==> config.mk <==
export PLATFORM = sky130hd
export DESIGN_NAME = period_meter
export DESIGN_NICKNAME = d
export VERILOG_FILES = /design/src/rtl/period_meter.sv
export SDC_FILE = /design/constraint.sdc
export NUM_CORES = 1
export LEC_CHECK = 0
export BUFFER_PORTS_ARGS = -buffer_cell sky130_fd_sc_hd__buf_2
export CAP_MARGIN = 15
export CORE_MARGIN = 2
export CORE_UTILIZATION = 38
export CTS_CLUSTER_DIAMETER = 200
export DETAILED_ROUTE_END_ITERATION = 8
export PLACE_DENSITY_LB_ADDON = 0.15
export SYNTH_ARGS = -nofsm -noshare
export SYNTH_HDL_FRONTEND = slang
export SYNTH_SLANG_ARGS = --single-unit
==> constraint.sdc <==
create_clock -name clk_i -period 1.6 [get_ports clk_i]
set_input_delay 0.4 -clock clk_i [delete_from_list [all_inputs] [get_ports clk_i]]
set_output_delay 0.4 -clock clk_i [all_outputs]
set_load 0.05 [all_outputs]
==> src/rtl/period_meter.sv <==
// Period / high-time meter for a slow divided clock, counted in system-clock cycles.
// Define PERIOD_SYNC_EN to pass sig_in_i through a two-flop synchronizer (asynchronous inputs).

module period_meter #(
  parameter int unsigned CNT_W = 16
) (
  input  logic             clk_i,
  input  logic             rst_ni,
  input  logic             en_i,
  input  logic             sig_in_i,
  output logic [CNT_W-1:0] period_o,
  output logic [CNT_W-1:0] high_time_o,
  output logic             valid_o,
  output logic             timeout_o
);

  localparam logic [CNT_W-1:0] CntMax = '1;
  localparam logic [CNT_W-1:0] CntOne = {{(CNT_W-1){1'b0}}, 1'b1};

  typedef enum logic [0:0] {StIdle, StMeasure} state_e;

  state_e state_q, state_d;

  logic             s_q;
  logic             s_prev_q;
  logic             rise;

  logic [CNT_W-1:0] cnt_q, cnt_d;
  logic [CNT_W-1:0] hcnt_q, hcnt_d;
  logic [CNT_W-1:0] period_q, period_d;
  logic [CNT_W-1:0] high_q, high_d;
  logic             valid_q, valid_d;
  logic             timeout_q, timeout_d;

  logic             cnt_at_max;
  logic [CNT_W-1:0] s_ext;

  // Control strobes decoded from the FSM
  logic             ctl_clear;
  logic             ctl_start;
  logic             ctl_capture;
  logic             ctl_advance;
  logic             ctl_saturate;

  //--------------------------------------------------------------------------
  // Input sampling; keeps running with en_i low so re-enabling sees no false rise
  //--------------------------------------------------------------------------
`ifdef PERIOD_SYNC_EN
  logic sync1_q;

  always_ff @(posedge clk_i) begin
    if (!rst_ni) begin
      sync1_q  <= 1'b0;
      s_q      <= 1'b0;
      s_prev_q <= 1'b0;
    end else begin
      sync1_q  <= sig_in_i;
      s_q      <= sync1_q;
      s_prev_q <= s_q;
    end
  end
`else
  always_ff @(posedge clk_i) begin
    if (!rst_ni) begin
      s_q      <= 1'b0;
      s_prev_q <= 1'b0;
    end else begin
      s_q      <= sig_in_i;
      s_prev_q <= s_q;
    end
  end
`endif

  assign rise       = s_q & ~s_prev_q;
  assign cnt_at_max = (cnt_q == CntMax);
  assign s_ext      = {{(CNT_W-1){1'b0}}, s_q};

  //--------------------------------------------------------------------------
  // FSM: state register
  //--------------------------------------------------------------------------
  always_ff @(posedge clk_i) begin
    if (!rst_ni) begin
      state_q <= StIdle;
    end else begin
      state_q <= state_d;
    end
  end

  //--------------------------------------------------------------------------
  // FSM: next state
  //--------------------------------------------------------------------------
  always_comb begin
    state_d = state_q;
    if (!en_i) begin
      state_d = StIdle;
    end else begin
      unique case (state_q)
        StIdle: begin
          if (rise) state_d = StMeasure;
        end
        StMeasure: begin
          if (!rise && cnt_at_max) state_d = StIdle;
        end
        default: state_d = StIdle;
      endcase
    end
  end

  //--------------------------------------------------------------------------
  // FSM: control outputs
  //--------------------------------------------------------------------------
  always_comb begin
    ctl_clear    = 1'b0;
    ctl_start    = 1'b0;
    ctl_capture  = 1'b0;
    ctl_advance  = 1'b0;
    ctl_saturate = 1'b0;
    if (!en_i) begin
      ctl_clear = 1'b1;
    end else begin
      unique case (state_q)
        StIdle: begin
          ctl_start = rise;
          ctl_clear = ~rise;
        end
        StMeasure: begin
          if (rise) begin
            ctl_capture = 1'b1;
            ctl_start   = 1'b1;
          end else if (cnt_at_max) begin
            ctl_saturate = 1'b1;
          end else begin
            ctl_advance = 1'b1;
          end
        end
        default: ctl_clear = 1'b1;
      endcase
    end
  end

  //--------------------------------------------------------------------------
  // Datapath next state
  //--------------------------------------------------------------------------
  always_comb begin
    cnt_d     = cnt_q;
    hcnt_d    = hcnt_q;
    period_d  = period_q;
    high_d    = high_q;
    valid_d   = 1'b0;
    timeout_d = timeout_q;

    if (ctl_clear || ctl_saturate) begin
      cnt_d  = '0;
      hcnt_d = '0;
    end else if (ctl_start) begin
      // The rise cycle itself is the first cycle of the new period (and is high)
      cnt_d  = CntOne;
      hcnt_d = CntOne;
    end else if (ctl_advance) begin
      cnt_d  = cnt_q + CntOne;
      hcnt_d = hcnt_q + s_ext;
    end

    if (ctl_capture) begin
      period_d  = cnt_q;
      high_d    = hcnt_q;
      valid_d   = 1'b1;
      timeout_d = 1'b0;
    end else if (ctl_saturate) begin
      timeout_d = 1'b1;
    end
  end

  always_ff @(posedge clk_i) begin
    if (!rst_ni) begin
      cnt_q     <= '0;
      hcnt_q    <= '0;
      period_q  <= '0;
      high_q    <= '0;
      valid_q   <= 1'b0;
      timeout_q <= 1'b0;
    end else begin
      cnt_q     <= cnt_d;
      hcnt_q    <= hcnt_d;
      period_q  <= period_d;
      high_q    <= high_d;
      valid_q   <= valid_d;
      timeout_q <= timeout_d;
    end
  end

  assign period_o    = period_q;
  assign high_time_o = high_q;
  assign valid_o     = valid_q;
  assign timeout_o   = timeout_q;

`ifndef SYNTHESIS
  // Two rises can never be adjacent, so valid is always a single-cycle pulse
  a_valid_single: assert property (@(posedge clk_i) disable iff (!rst_ni)
    valid_q |=> !valid_q);
  a_hcnt_le_cnt: assert property (@(posedge clk_i) disable iff (!rst_ni)
    hcnt_q <= cnt_q);
`endif

endmodule

==> impl_metrics.json, run 1 <==
{
  "run_status": "completed",
  "viasPerCell": 4.682,
  "clk_pin_slew_ns": 0.08,
  "rr_startpoint": "cnt_q[6]",
  "htree_levels": 3,
  "num_io_pins": 38,
  "dieArea_sq_mm": 0.007978,
  "clock_latency_ns": 0.34,
  "post-place-ws_ns": 0.02659,
  "cts_buffer_depth": 2,
  "syn_avg_cell_area_sq_um": 8.727,
  "setup.worst_path.start": "cnt_q[6]",
  "fill_cells": 730,
  "start_kind": "flip-flop",
  "ys_warn_count": 0,
  "final_max_slew_viol_count": 0,
  "yosysSeqAreaShare_pct": 49.93,
  "die_w_microns": 89.32,
  "hp-class": "input pin to flip-flop",
  "dp_hpwl_microns": 3818,
  "timing.final.ws_setup_ns": 0.06831,
  "worstPathRequired_ns": 1.88,
  "antenna_left": 0,
  "vdd_ir_drop_max_mv": 0.4691,
  "grt_use_total_pct": 15.56,
  "critPathMaxStageDelay_ns": 0.59,
  "crit_type": "flip-flop to flip-flop",
  "min_period_ns": 1.532,
  "gp_congestion": 0.8041,
  "grt_max_degree": 38,
  "drcViolationCount": 0,
  "cp_max_fo": 7,
  "antenna_found_initial": 0,
  "synth_xor_area_share_pct": 8.548,
  "cts_num_sinks": 69,
  "critical_path.endpoint_type": "flip-flop",
  "cts_made_buffers": 9,
  "rsz0062_at_grt": "true",
  "setup_viol": 0,
  "hold_buffers": 0,
  "finalHoldViolations": 0,
  "drtPass1Iterations": 4,
  "cts_tree": "done",
  "synth_compound_area_share_pct": 10.04,
  "overflow": 0,
  "arrival_ns": 1.82,
  "grt_pass1_wl_microns": 9604,
  "max-cap-violations": 0,
  "wire_per_inst_microns": 11.49,
  "syn_inst": 317,
  "synthAdderAreaFrac_pct": 1.357,
  "worst_pin_slew_ns": 0.3773,
  "dieHeight_microns": 89.32,
  "layout-drive-gt1-share_pct": 25.39,
  "final_net_count": 388,
  "first_global_vias": 2074,
  "drt_iter0_markers": 92,
  "row_count": 31,
  "worstPathCellList": "nand4_4 -> or4_4 -> buf_4 -> nor2_1 -> o211a_1",
  "area_growth_pct": 27.23,
  "fin_skew_ns": 0.008850,
  "initial_core_util_pct": 38.76,
  "slew_headroom_pct": 74.61,
  "powerDensity_mw_per_mm2": 979.1,
  "root_buffer": "clkbuf_8",
  "ys_types": 27,
  "muxShareOfSynthArea_pct": 0,
  "period_share_pct": 95.73,
  "p_total_w": 0.003446,
  "synthSimpleGateAreaFrac_pct": 26.19,
  "synth_top_family_by_area": "simple AND/OR/NAND/NOR gates",
  "portBuffers": 37,
  "slowest_stage": "or4_4",
  "core-area_sq_mm": 0.007137,
  "routed_wl_microns": 5574,
  "p_leak_nw": 1.301,
  "antenna_cells": 0,
  "vias": 2271,
  "hp-start": "sig_in_i",
  "ys_ff_latch": 69,
  "syn_area_sq_mm": 0.002766,
  "fmax_ghz": 0.6529,
  "syn_nets": 324
}
## worst paths after layout
check	slack [ns]	cells after the start	to
worst max-delay path	0.07	5	timeout_o
worst max register to register	0.07	5	timeout_o
worst min register to register	0.46	2	period_o[9]
worst min-delay path	0.26	2	s_q
## Yosys cell counts
library cell	n	area, sq um
nand2_1	72	270.3
dfxtp_1	69	1381
nor2_1	36	135.1
a21boi_0	33	247.7
xnor2_1	18	157.7
nand3_1	17	85.08
clkbuf_1	14	52.55
nand4_1	10	62.56
xor2_1	9	78.83
nor4_1	6	37.54
nor3_1	5	25.02
inv_1	4	15.01
a21oi_1	3	15.01
and2_1	3	18.77
ha_1	3	37.54
and4_1	2	17.52
buf_8	2	30.03
nand2b_1	2	12.51
and3_1	1	6.260
buf_6	1	11.26
nand4_4	1	21.27
nand4b_1	1	8.760
nor2b_1	1	6.260
o211a_1	1	10.01
o21ai_0	1	5.000
or3_1	1	6.260
or4_4	1	11.26
## per-stage QoR
step / hold WS [ns] / std cells / area [sq um] / setup TNS [ns] / util, %
floorplan: 0.4447 / 317 / 2794 / 0 / -
global placement: 0.4482 / 468 / 3249 / 0 / 45.53
detailed placement: 0.4539 / 468 / 3249 / 0 / 45.53
CTS: 0.2475 / 484 / 3492 / 0 / 48.93
global route: 0.2501 / 485 / 3520 / -0.05397 / 49.32
finish: 0.2633 / 485 / 3520 / 0 / 49.32
## flip-flops by register name, indices dropped and copies added, names as in the netlist
signal	cells
cnt_q	16
hcnt_q	16
high_time_o	16
period_o	16
s_prev_q	1
s_q	1
state_q	1
timeout_o	1
valid_o	1
## kinds of logic after synthesis
| kind of cell | count (synthesis) |
|---|---|
| simple gates | 159 |
| xor+xnor | 27 |
| flops | 69 |
| buf+inv | 21 |
| compound gates | 38 |
| fa+ha+maj | 3 |
## what timing repair did
action,4_1_cts,5_1_grt
buffers inserted,0,0
gates resized for setup,0,8
setup endpoints to repair,0,28
## worst max-delay path: cells and delay by family (launching register included)
| family | cells | cell delay (ns) |
|---|---|---|
| AO/OA/AOI/OAI | 1 | 0.13 |
| buffers and inverters | 1 | 0.17 |
| flip-flops | 1 | 0.36 |
| AND/OR/NAND/NOR | 3 | 0.82 |
## layer usage
layer | share of wire, % | routed length [microns] | GRT usage [%] | vias to the layer above
met4 | 1.2 | 66 | 6.513 | 0
met1 | 51 | 2841 | 20.84 | 1047
li1 | - | - | - | 1181
met2 | 44 | 2473 | 23.64 | 35
met5 | 0 | 0 | 0 | -
met3 | 3.4 | 192 | 4.247 | 8
## where the power goes
group          leakage [nW]  total (W)  internal, W  switching, W
logic                 0.624  0.0000505    0.0000237     0.0000269
clock network         0.117    0.00167      0.00101      0.000663
registers             0.560    0.00172      0.00172    0.00000441
## cell usage in the layout (no fill, tap or decap), types with 2 or more instances in the layout
master      netlist  layout
nor3_1            5       5
nor4_1            6       6
nand4_1          10      10
dfxtp_1          69      63
inv_1             4       4
xor2_1            9       9
clkinvlp_4        0       2
buf_2             0      37
dfxtp_4           0       3
nand3_1          17      17
dfxtp_2           0       3
a21oi_1           3       3
xnor2_1          18      18
nand2_1          72      72
clkbuf_8          0      10
and2_1            3       3
buf_4             0      31
buf_6             1       2
nor2_1           36      35
and4_1            2       2
bufinv_16         0       2
a21boi_0         33      32
## final cells by class
type	instances	area (sq um)	area share [%]
inverters	4	15.01	0.4266
clock buffers	11	162.7	4.621
multi-input cells	227	1301	36.97
repair buffers	70	440.4	12.51
flip-flops and latches	69	1396	39.67
well taps	99	123.9	3.519
clock inverters	5	80.08	2.275
(Power assumes the default switching activity.)
==> run 2, diff against run 1 <==
CORE_UTILIZATION = 55   (was 38)
clock period = 1.7 ns   (was 1.6 ns; I/O delays follow)
==> run 2 against run 1 <==
Compared with the run above:
- critical path depth rose by 1
- global-route usage is 6.3 points higher
- utilization increased by 22 points
- sequential power decreased by 6%
- clock skew increased by 0.0035 ns
- via count shrank 1.9%
- first-iteration DRC count rose by 53%
- clock-buffer cell count fell by 1
==> impl_metrics.json, run 2 (synthesis gave the netlist of run 1 again) <==
{
  "clock_latency_ns": 0.33,
  "drtPass1Iterations": 4,
  "setup_viol": 0,
  "dieHeight_microns": 74.92,
  "drt_iter0_markers": 141,
  "finalHoldViolations": 0,
  "regArea_sq_mm": 0.001384,
  "cts_buffer_depth": 2,
  "layout-drive-gt1-share_pct": 23.36,
  "slowest_stage": "or4_4",
  "timing.final.ws_setup_ns": 0.07441,
  "max-cap-violations": 0,
  "rsz0062_at_grt": "false",
  "portBuffers": 37,
  "post-place-ws_ns": 0.06865,
  "crit_type": "flip-flop to flip-flop",
  "cts_made_buffers": 9,
  "drcViolationCount": 0,
  "wire_per_inst_microns": 11.96,
  "core-area_sq_mm": 0.004786,
  "clockPowerShare_pct": 46.6,
  "viasPerCell": 4.973,
  "p_seq_share_pct": 51.8,
  "run_status": "completed",
  "grt_use_total_pct": 21.86,
  "powerDensity_mw_per_mm2": 922.2,
  "fin_skew_ns": 0.01231,
  "min_period_ns": 1.626,
  "grt_use_met1_pct": 30.93,
  "htree_levels": 3,
  "cts_num_sinks": 69,
  "row_count": 25,
  "slew_headroom_pct": 73.32,
  "antenna_cells": 0,
  "cp_max_fo": 7,
  "vdd_ir_drop_max_mv": 0.6927,
  "pwr-share-comb_pct": 1.5,
  "dieArea_sq_mm": 0.005613,
  "grt_pass1_wl_microns": 9342,
  "fmax_ghz": 0.6152,
  "critical_path.endpoint_type": "flip-flop",
  "area_growth_pct": 22.84,
  "worst_pin_slew_ns": 0.3966,
  "cts_setup_buffers": 0,
  "final_max_slew_viol_count": 0,
  "p_int_w": 0.002504,
  "die_w_microns": 74.92,
  "antenna_found_initial": 0,
  "cts_resized": 0,
  "hp-class": "input pin to flip-flop",
  "switching_share_pct": 20.09,
  "grt_max_degree": 38,
  "fin_setup_tns_ns": 0,
  "antenna_left": 0,
  "root_buffer": "clkbuf_8",
  "final_net_count": 383,
  "period_share_pct": 95.62,
  "worstPathCellList": "ha_2 -> nand3_1 -> or4_4 -> nand2b_4 -> buf_2 -> nor2_1",
  "clk_pin_slew_ns": 0.08,
  "multi_input_area_sq_mm": 0.001291,
  "use_met2_pct": 31.19,
  "cts_tree": "done",
  "globalRoute.busiestLayer": "met2",
  "initial_core_util_pct": 57.80,
  "worstPathRequired_ns": 1.93,
  "start_kind": "flip-flop",
  "dp_hpwl_microns": 3631,
  "critPathMaxStageDelay_ns": 0.57,
  "layout_common_cells": "nand2_1 (72), dfxtp_1 (67), buf_2 (38)",
  "num_io_pins": 38,
  "p_leak_nw": 1.266,
  "gp_congestion": 0.8109,
  "fill_cells": 407,
  "p_sw_w": 0.0006296,
  "gr-usage-met3_pct": 4.685,
  "routed_wl_microns": 5356,
  "hold_buffers": 0,
  "vias": 2228,
  "final_common_cell": "nand2_1",
  "first_global_vias": 2119,
  "worst-path-buf-inv": 1,
  "crit_family": "simple AND/OR/NAND/NOR gates",
  "arrival_ns": 1.86,
  "overflow": 0
}
[run 2: area by class of cell]
class,count,share of cell area (%)
clock inverter,6,2.541
timing repair buffer,65,11.78
multi-input combinational,227,38.00
clock buffer,10,4.050
tap,67,2.467
sequential,69,40.72
inverter,4,0.4418
[run 2: final timing paths]
check                    start           end  slack, ns  cells after the start
setup / recovery      cnt_q[1]     hcnt_q[3]       0.07                      6
hold / removal        sig_in_i           s_q       0.31                      2
setup reg to reg      cnt_q[1]     hcnt_q[3]       0.07                      6
hold reg to reg   period_o[12]  period_o[12]       0.46                      2
[run 2: per-stage QoR]
step | cells | area (sq um) | hold WS [ns] | util (%) | total power, W
floorplan | 317 | 2771 | 0.4447 | - | 0.001694
CTS | 447 | 3376 | 0.2893 | 70.54 | 0.003167
global route | 448 | 3398 | 0.3101 | 71.01 | 0.003248
detailed placement | 431 | 3152 | 0.4536 | 65.86 | 0.001708
finish | 448 | 3398 | 0.3061 | 71.01 | 0.003134
global placement | 431 | 3152 | 0.4465 | 65.86 | 0.001707
[run 2: worst reg2reg max path, delay by kind of cell (launching register included)]
family,cells,cell delay (ns)
AND/OR/NAND/NOR,4,0.85
flip-flops,1,0.33
buffers and inverters,1,0.19
adder cells (fa/ha/maj),1,0.17
[run 2: per-layer routing]
layer	up-vias	share of wire (%)
met1	1001	52
met5	-	0
met3	6	4.6
met2	51	42
li1	1170	-
met4	0	1.3
[run 2: power groups by stage]
stage / Sequential, W / Combinational (W) / Clock (W)
floorplan: 0.00166 / 0.0000328 / 0
global placement: 0.00166 / 0.0000461 / 0
detailed placement: 0.00166 / 0.0000465 / 0
CTS: 0.00162 / 0.0000471 / 0.00150
global route: 0.00162 / 0.0000539 / 0.00157
finish: 0.00162 / 0.0000476 / 0.00146
